--- src/rtl/addsub_pkg.sv ---
// ============================================================================
// Module      : addsub_pkg
// Description : Shared constants, FSM state type and parity helper for addsub_seq.
// Revision    : 1.0 - initial release
// ============================================================================
`default_nettype none

package addsub_pkg;

  localparam int FLG_AF = 5;
  localparam int FLG_CF = 4;
  localparam int FLG_OF = 3;
  localparam int FLG_ZF = 2;
  localparam int FLG_SF = 1;
  localparam int FLG_PF = 0;

  localparam logic OP_ADD = 1'b0;
  localparam logic OP_SUB = 1'b1;

  typedef enum logic [1:0] {
    IDLE = 2'd0,
    RUN  = 2'd1,
    DONE = 2'd2
  } state_t;

  // 8088 PF: set when the low byte holds an even number of ones
  function automatic logic even_parity8(input logic [7:0] v);
    return ~^v;
  endfunction

endpackage

`default_nettype wire

--- src/rtl/addsub_slice.sv ---
// ============================================================================
// Module      : addsub_slice
// Description : Combinational SLICE-bit ripple adder; operand B arrives pre-inverted.
// Revision    : 1.0 - initial release
// ============================================================================
`default_nettype none

module addsub_slice
  import addsub_pkg::*;
#(
  parameter int SLICE = 4
) (
  input  logic [SLICE-1:0] i_a,
  input  logic [SLICE-1:0] i_b,
  input  logic             i_cin,
  output logic [SLICE-1:0] o_sum,
  output logic             o_cout,
  output logic             o_cmsb,
  output logic             o_c3
);

  logic [SLICE:0] w_c;

  always_comb begin
    w_c    = '0;
    o_sum  = '0;
    w_c[0] = i_cin;
    for (int k = 0; k < SLICE; k++) begin
      o_sum[k]  = i_a[k] ^ i_b[k] ^ w_c[k];
      w_c[k+1]  = (i_a[k] & i_b[k]) | (w_c[k] & (i_a[k] ^ i_b[k]));
    end
  end

  assign o_cout = w_c[SLICE];
  assign o_cmsb = w_c[SLICE-1];
  assign o_c3   = w_c[4];

endmodule

`default_nettype wire

--- src/rtl/addsub_seq.sv ---
// ============================================================================
// Module      : addsub_seq
// Description : Multi-cycle add/subtract, SLICE bits per clock, 8088 flag set.
//               Optional ADDSUB_SAT_EN adds a sat port for signed clamping.
// Revision    : 1.0 - initial release
// ============================================================================
`default_nettype none

module addsub_seq
  import addsub_pkg::*;
#(
  parameter int WIDTH = 16,
  parameter int SLICE = 4
) (
  input  logic             clk,
  input  logic             rst,
  input  logic             in_valid,
  output logic             in_ready,
  input  logic [WIDTH-1:0] a,
  input  logic [WIDTH-1:0] b,
  input  logic             op,
  input  logic             cin,
`ifdef ADDSUB_SAT_EN
  input  logic             sat,
`endif
  output logic             out_valid,
  input  logic             out_ready,
  output logic [WIDTH-1:0] r,
  output logic [5:0]       flags
);

  localparam int c_NSL  = WIDTH / SLICE;
  localparam int c_IDXW = (c_NSL > 1) ? $clog2(c_NSL) : 1;
  localparam logic [c_IDXW-1:0] c_LAST = c_IDXW'(c_NSL - 1);

  state_t r_state;
  state_t w_next;

  logic [WIDTH-1:0]  r_a;
  logic [WIDTH-1:0]  r_b;
  logic              r_op;
  logic              r_carry;
  logic              r_af;
  logic [c_IDXW-1:0] r_idx;
  logic [WIDTH-1:0]  r_r;
  logic [5:0]        r_flags;
`ifdef ADDSUB_SAT_EN
  logic              r_sat;
`endif

  logic [SLICE-1:0] w_sl_a;
  logic [SLICE-1:0] w_sl_b;
  logic [SLICE-1:0] w_sum;
  logic             w_cout;
  logic             w_cmsb;
  logic             w_c3;
  logic [WIDTH-1:0] w_res;
  logic [WIDTH-1:0] w_fin;
  logic             w_af;
  logic             w_of;
  logic [5:0]       w_flags;

  assign w_sl_a = r_a[r_idx*SLICE +: SLICE];
  assign w_sl_b = r_b[r_idx*SLICE +: SLICE];

  addsub_slice #(
    .SLICE (SLICE)
  ) u_slice (
    .i_a    (w_sl_a),
    .i_b    (w_sl_b),
    .i_cin  (r_carry),
    .o_sum  (w_sum),
    .o_cout (w_cout),
    .o_cmsb (w_cmsb),
    .o_c3   (w_c3)
  );

  always_ff @(posedge clk or posedge rst) begin
    if (rst) begin
      r_state <= IDLE;
    end else begin
      r_state <= w_next;
    end
  end

  always_comb begin
    w_next    = r_state;
    in_ready  = 1'b0;
    out_valid = 1'b0;
    case (r_state)
      IDLE: begin
        in_ready = 1'b1;
        if (in_valid) begin
          w_next = RUN;
        end
      end
      RUN: begin
        if (r_idx == c_LAST) begin
          w_next = DONE;
        end
      end
      DONE: begin
        out_valid = 1'b1;
        if (out_ready) begin
          w_next = IDLE;
        end
      end
      default: w_next = IDLE;
    endcase
  end

  // Final-slice view: upper slice comes straight from the adder this cycle
  always_comb begin
    w_res                    = r_r;
    w_res[WIDTH-1 -: SLICE]  = w_sum;
    w_af                     = (r_idx == '0) ? w_c3 : r_af;
    w_of                     = w_cmsb ^ w_cout;
    w_fin                    = w_res;
`ifdef ADDSUB_SAT_EN
    if (r_sat && w_of) begin
      w_fin = r_a[WIDTH-1] ? {1'b1, {(WIDTH-1){1'b0}}} : {1'b0, {(WIDTH-1){1'b1}}};
    end
`endif
    w_flags         = '0;
    w_flags[FLG_AF] = w_af ^ r_op;
    w_flags[FLG_CF] = w_cout ^ r_op;
    w_flags[FLG_OF] = w_of;
    w_flags[FLG_ZF] = (w_fin == '0);
    w_flags[FLG_SF] = w_fin[WIDTH-1];
    w_flags[FLG_PF] = even_parity8(w_fin[7:0]);
  end

  always_ff @(posedge clk or posedge rst) begin
    if (rst) begin
      r_a     <= '0;
      r_b     <= '0;
      r_op    <= 1'b0;
      r_carry <= 1'b0;
      r_af    <= 1'b0;
      r_idx   <= '0;
      r_r     <= '0;
      r_flags <= '0;
`ifdef ADDSUB_SAT_EN
      r_sat   <= 1'b0;
`endif
    end else begin
      case (r_state)
        IDLE: begin
          if (in_valid) begin
            r_a     <= a;
            r_b     <= b ^ {WIDTH{op}};
            r_op    <= op;
            r_carry <= cin ^ (op == OP_SUB);
            r_idx   <= '0;
`ifdef ADDSUB_SAT_EN
            r_sat   <= sat;
`endif
          end
        end
        RUN: begin
          r_carry <= w_cout;
          if (r_idx == '0) begin
            r_af <= w_c3;
          end
          if (r_idx == c_LAST) begin
            r_r     <= w_fin;
            r_flags <= w_flags;
          end else begin
            r_r[r_idx*SLICE +: SLICE] <= w_sum;
            r_idx                     <= r_idx + 1'b1;
          end
        end
        default: ;
      endcase
    end
  end

  assign r     = r_r;
  assign flags = r_flags;

endmodule

`default_nettype wire

--- config.mk ---
export PLATFORM = sky130hd
export DESIGN_NAME = addsub_seq
export DESIGN_NICKNAME = d
export VERILOG_FILES = /design/src/rtl/addsub_pkg.sv /design/src/rtl/addsub_slice.sv /design/src/rtl/addsub_seq.sv
export SDC_FILE = /design/constraint.sdc
export NUM_CORES = 1
export LEC_CHECK = 0
export BUFFER_PORTS_ARGS = -buffer_cell sky130_fd_sc_hd__buf_2
export CAP_MARGIN = 20
export CORE_UTILIZATION = 59
export DETAILED_ROUTE_END_ITERATION = 8
export PLACE_DENSITY = 0.85
export SYNTH_ARGS = -nofsm -noshare
export SYNTH_HDL_FRONTEND = slang
export SYNTH_HIERARCHICAL = 1
export SYNTH_SLANG_ARGS = --single-unit
--- constraint.sdc ---
create_clock -name clk -period 8.1 [get_ports clk]
set_input_delay 1.62 -clock clk [delete_from_list [all_inputs] [get_ports clk]]
set_output_delay 1.62 -clock clk [all_outputs]
set_load 0.01 [all_outputs]
## After elaboration in Yosys (flattened, before gate mapping)

Index checks and enable logic that the tools add are counted.

- Word-level logic and storage cells: 74
- Input port bits: 38
- Register bits after elaboration: 61
- Output and inout port bits: 24

- Eq/ne operators: 7
- Shift operators: 4
- Add/sub/neg operators: 2
- Reduce and logical (&&, ||, !) cells: 11
- Multiplexer cells: 14
- Bitwise operators: 26

Operators with widths:

| operator | number |
|---|---|
| $neg 4->34 | 1 |
| $shift 4x34->16 const A | 1 |
| $shiftx 4x34->16 | 1 |
| $shiftx 16x5->4 | 2 |
| $bwmux 16 | 1 |
| $logic_not 16->1 | 1 |
| $mux 16 | 1 |
| $xor 16x16->16 | 1 |
| $xor 1x1->1 | 12 |
| $mux 2 | 5 |
| $and 1x1->1 | 8 |
| $ne 2x2->1 const B | 4 |
| $reduce_and 2->1 | 4 |
| $reduce_xnor 8->1 | 1 |
| $pmux 2 s3 | 1 |
| $reduce_and 3->1 | 2 |
| $eq 2x2->1 const B | 2 |
| $logic_not 2->1 | 2 |
| $mux 1 | 4 |
| $or 1x1->1 | 4 |
| $pmux 2 s2 | 1 |
| $add 2x1->2 const B | 1 |
| $eq 2x1->1 const B | 1 |
| $pmux 1 s2 | 1 |
| 2 further kinds | 2 |

## Logic depth before layout (Yosys ltp)

- Depth in word-level cells: 12
- Gate-level depth with buffers: 11

## By module

The synthesis kept the hierarchy.

Modules (own cells, without submodules):

| module | seq. area each (sq um) | area an instance (sq um) | cells an instance | times used |
|---|---|---|---|---|
| addsub_seq | 1,526.5 | 2,986.6 | 267 | 1 |
| addsub_slice | 0.0 | 117.6 | 13 | 1 |

## Least setup slack after synthesis

No wires, ideal clock.

- Path kind: reg2reg
- Start point: register r_idx[0]
- End point: register r_flags[2], in the netlist flags[2]
- Cell stages (with the launch flop): 12
- Setup time: 0.083 ns
- Required time: 8.017 ns
- Period minus slack after synthesis: 3.124 ns
- Data arrival time: 3.041 ns
- Setup slack: 4.976 ns
- Path through: dfrtp_1 buf_6 mux4_2 fa_1 inv_1 fa_1 fa_1 inv_1 fa_1 nor4b_1 nand3_1 o21ai_0

- Longest elaborated chain between the ends: 10

Ends and longest elaborated chain:

| what | RTL line | text |
|---|---|---|
| start, declared | addsub_seq.sv:44 | `logic [c_IDXW-1:0] r_idx;` |
| start signal, assigned | addsub_seq.sv:170 | `r_idx <= r_idx + 1'b1;` |
| $shiftx 16x5->4 (*) | addsub_seq.sv:63 | `assign w_sl_a = r_a[r_idx*SLICE +: SLICE];` |
| via w_sl_a[0] | addsub_seq.sv:51 | `logic [SLICE-1:0] w_sl_a;` |
| $xor 1x1->1 | addsub_slice.sv:30 | `w_c[k+1] = (i_a[k] & i_b[k]) \| (w_c[k] & (i_a[k] ^ i_b[k]));` |
| $and 1x1->1 | addsub_slice.sv:30 |  |
| $or 1x1->1 (*) | addsub_slice.sv:30 |  |
| $and 1x1->1 (*) | addsub_slice.sv:30 |  |
| $or 1x1->1 (*) | addsub_slice.sv:30 |  |
| $and 1x1->1 (*) | addsub_slice.sv:30 |  |
| $or 1x1->1 (*) | addsub_slice.sv:30 |  |
| via w_cmsb | addsub_seq.sv:55 | `logic w_cmsb;` |
| $xor 1x1->1 (*) | addsub_slice.sv:29 | `o_sum[k] = i_a[k] ^ i_b[k] ^ w_c[k];` |
| via w_flags[1] | addsub_seq.sv:61 | `logic [5:0] w_flags;` |
| $logic_not 16->1 (*) | addsub_seq.sv:128 | `w_flags[FLG_ZF] = (w_fin == '0);` |
| end signal, assigned | addsub_seq.sv:167 | `r_flags <= w_flags;` |
| end, declared | addsub_seq.sv:46 | `logic [5:0] r_flags;` |

The timed path passes the listed nets; every way through them passes the cells marked *.
A chain may end at the register's enable or synchronous reset.

## Worst setup path after layout

Ends and elaborated chain as after synthesis.

==> reports/summary.txt <==
Filler cells = 416
Gr ovfl total = 0
CTS Buf Count = 9
Core Util, Final = 70.27%
Yosys warns = 6
Detailed Route Iter0 Violations = 86
Top post-synthesis cells by area = dfrtp_1 (49%), mux2_2 (7.3%), mux4_2 (5.8%)
Max Transition Viols Final = 0
Area of the multi-input gates = 0.001394 sq mm
Largest net degree at the start of global routing = 62
Crit path time final = 3.536 ns
Worst path bufs/invs = 2
Power Total = 1.589 mW
Sequential-to-total area share from yosys stat = 49.17%
Pwr dens = 445.6 mW/mm^2
Cells after Synth = 280
Initial Utilization = 61.17%
Vias in the first global route = 2002
RSZ-0062 raised after global routing = no
Slew HR = 50.28%
FF/Latch Area = 0.001526 sq mm
Unique masters post-synth = 28
Syn avg cell area = 11.09 sq um
Critical path type = reg2reg
Synth top area share = 49.17%
Worst hold path depth = 2
Reg2Reg Depth = 10
Max Buffers Root-to-Sink = 2
Drt via density = 5.155
Ant diodes = 0
Synth area leader = dfrtp_1
Die area = 0.005555 sq mm
IR drop worst, VDD = 0.0003400 V
Slowest Stage Delay on Critical Path = 0.78 ns
Top cell by count, worst path = fa_1
Global-route usage over all layers = 23.65%
Sequence of cells on the critical path = mux4_2 > fa_1 > inv_1 > fa_1 > fa_1 > inv_1 > fa_1 > nor4b_1 > nand3_1 > o21ai_0
EDFF count, synth = 0
Run status = completed
Leakage power = 1.644 nW
Number of setup buffers added after CTS = 0
H-Tree Depth = 3
Initial antenna violation count = 0
Post-route antenna net violation count = 0
Sink Count = 61
Top Ports = 62
Cell Area, Synth = 0.003104 sq mm
CP Max Fanout = 16
Fin nets = 389
Fraction of registers with async set or reset after synthesis = 100.0%
Area Overhead vs Synth = 14.87%
Placer Congestion = 0.7776
First-pass GRT wire length = 9349 um
DR WL/cell = 13.89 um
CTS tree = done
CP Capture Type = register
Setup_tns = 0 ns
Req. time, crit path = 8.36 ns
CP Data Arrival Time = 3.80 ns
Count leader, synth = dfrtp_1
Vias = 2124
Resize count post-CTS = 0
Share of cells above drive strength 1 = 31.29%
CTS clk-pin slew, worst paths = 0.07 ns
Num rows = 26
Dpl hpwl = 4099 um
WP depth = 10
CTS root buf = clkbuf_8
Crit path max-delay family = adder cells
DR pass1 iterations = 4
Crit share post-route = 43.65%
PortBufs = 61
Endpoints failing setup = 0
Top cells by count, synth = dfrtp_1 (61), nand2_1 (40), o21ai_0 (23)
Die X-Extent = 74.54 um
Class of the worst hold path = reg2reg
Element type at the critical path start = register
Worst-skew pair later-pin latency = 0.34 ns
Residual DRC count = 0
Post-CTS Hold Fix Bufs = 0
Worst Max-Slew Pin Slew = 0.7457 ns
Final Hold Viols = 0
Achievable frequency = 282.8 MHz
Slowest cell on crit path = dfrtp_1
Clock skew = 0.008435 ns
Syn Nets = 332
Prevailing post-synth register cell = dfrtp_1
Final wirelength = 5724 um
Core area = 0.005075 sq mm
Synth Register Bits = 61
Maxcap violations = 0
Die Y = 74.54 um
-- area by class of cell --
type,count,share of cell area (%)
Sequential cell,61,42.81
Multi-Input combinational cell,181,39.09
Timing Repair Buffer,63,8.982
Clock buffer,11,3.684
Tap cell,70,2.456
Inverter,21,2.211
Clock inverter,5,0.7719
-- power by group --
group | leakage, nW | switching [mW] | internal (mW) | total [mW]
Combinational | 0.818 | 0.432 | 0.371 | 0.803
Clock | 0.0829 | 0.117 | 0.109 | 0.226
Sequential | 0.743 | 0.117 | 0.443 | 0.560
Total | 1.64 | 0.666 | 0.923 | 1.59
-- worst paths after layout --
check / start / endpoint / slack [ns]
setup reg to reg: r_idx[0] / flags[2] / 4.56
setup / recovery: r_idx[0] / flags[2] / 4.56
min in group asynchronous: rst / r[12] / 1.48
max in group asynchronous: rst / r_b[11] / 6.13
hold / removal: flags[0] / flags[0] / 0.48
hold reg to reg: flags[0] / flags[0] / 0.48
-- stage by stage --
step                      instance area (sq um)  hold slack (ns)  instances  worst slack (ns)
after detailed placement                   3407           0.4689        396             4.626
after CTS                                  3566           0.4847        412             4.577
final                                      3566           0.4752        412             4.564
after global routing                       3566           0.5066        412             4.242
after global placement                     3407           0.4612        396             4.692
after floorplan                            3104           0.4751        280             4.967
-- worst min-delay path: cells and delay by family (launching register included) --
| family | cells | cell delay, ns |
|---|---|---|
| compound gates | 1 | 0.06 |
| flops | 1 | 0.34 |
| simple gates | 1 | 0.04 |
-- per-layer routing --
layer / GRT usage, % / routed length [um] / share of wire (%) / vias to the layer above
li1: - / - / - / 1041
met3: 6.369 / 250 / 4.4 / 12
met1: 30.07 / 2616 / 46 / 1022
met5: 0 / 0 / 0 / -
met2: 38.74 / 2772 / 48 / 49
met4: 9.434 / 84 / 1.5 / 0
-- flip-flops by register name, indices dropped and copies added, names as in the netlist --
register / count
r_idx: 2
r_state: 2
r_a: 16
r_b: 16
r: 16
r_af: 1
flags: 6
r_carry: 1
r_op: 1
-- cell usage in the layout, fill, tap and decap left out, types with 3 or more instances in the layout --
cell type	n
fa_1	4
nor3b_1	3
ha_1	10
mux4_2	8
xnor2_1	20
nand4bb_1	3
o21ai_0	23
inv_1	20
a21oi_1	16
clkbuf_8	9
xor2_1	3
nand2_1	40
nor2_1	18
dfrtp_1	61
clkinv_2	4
mux2_2	20
buf_2	61
-- cell families after synthesis --
family | after synthesis | share of synthesized area (%)
compound gates | 40 | 6.449
xor+xnor | 23 | 6.490
buf+inv | 38 | 5.925
mux | 30 | 13.70
flops | 61 | 49.17
simple gates | 74 | 11.65
fa+ha+maj | 14 | 6.610
Note: power is estimated with default switching activity, not from simulation.
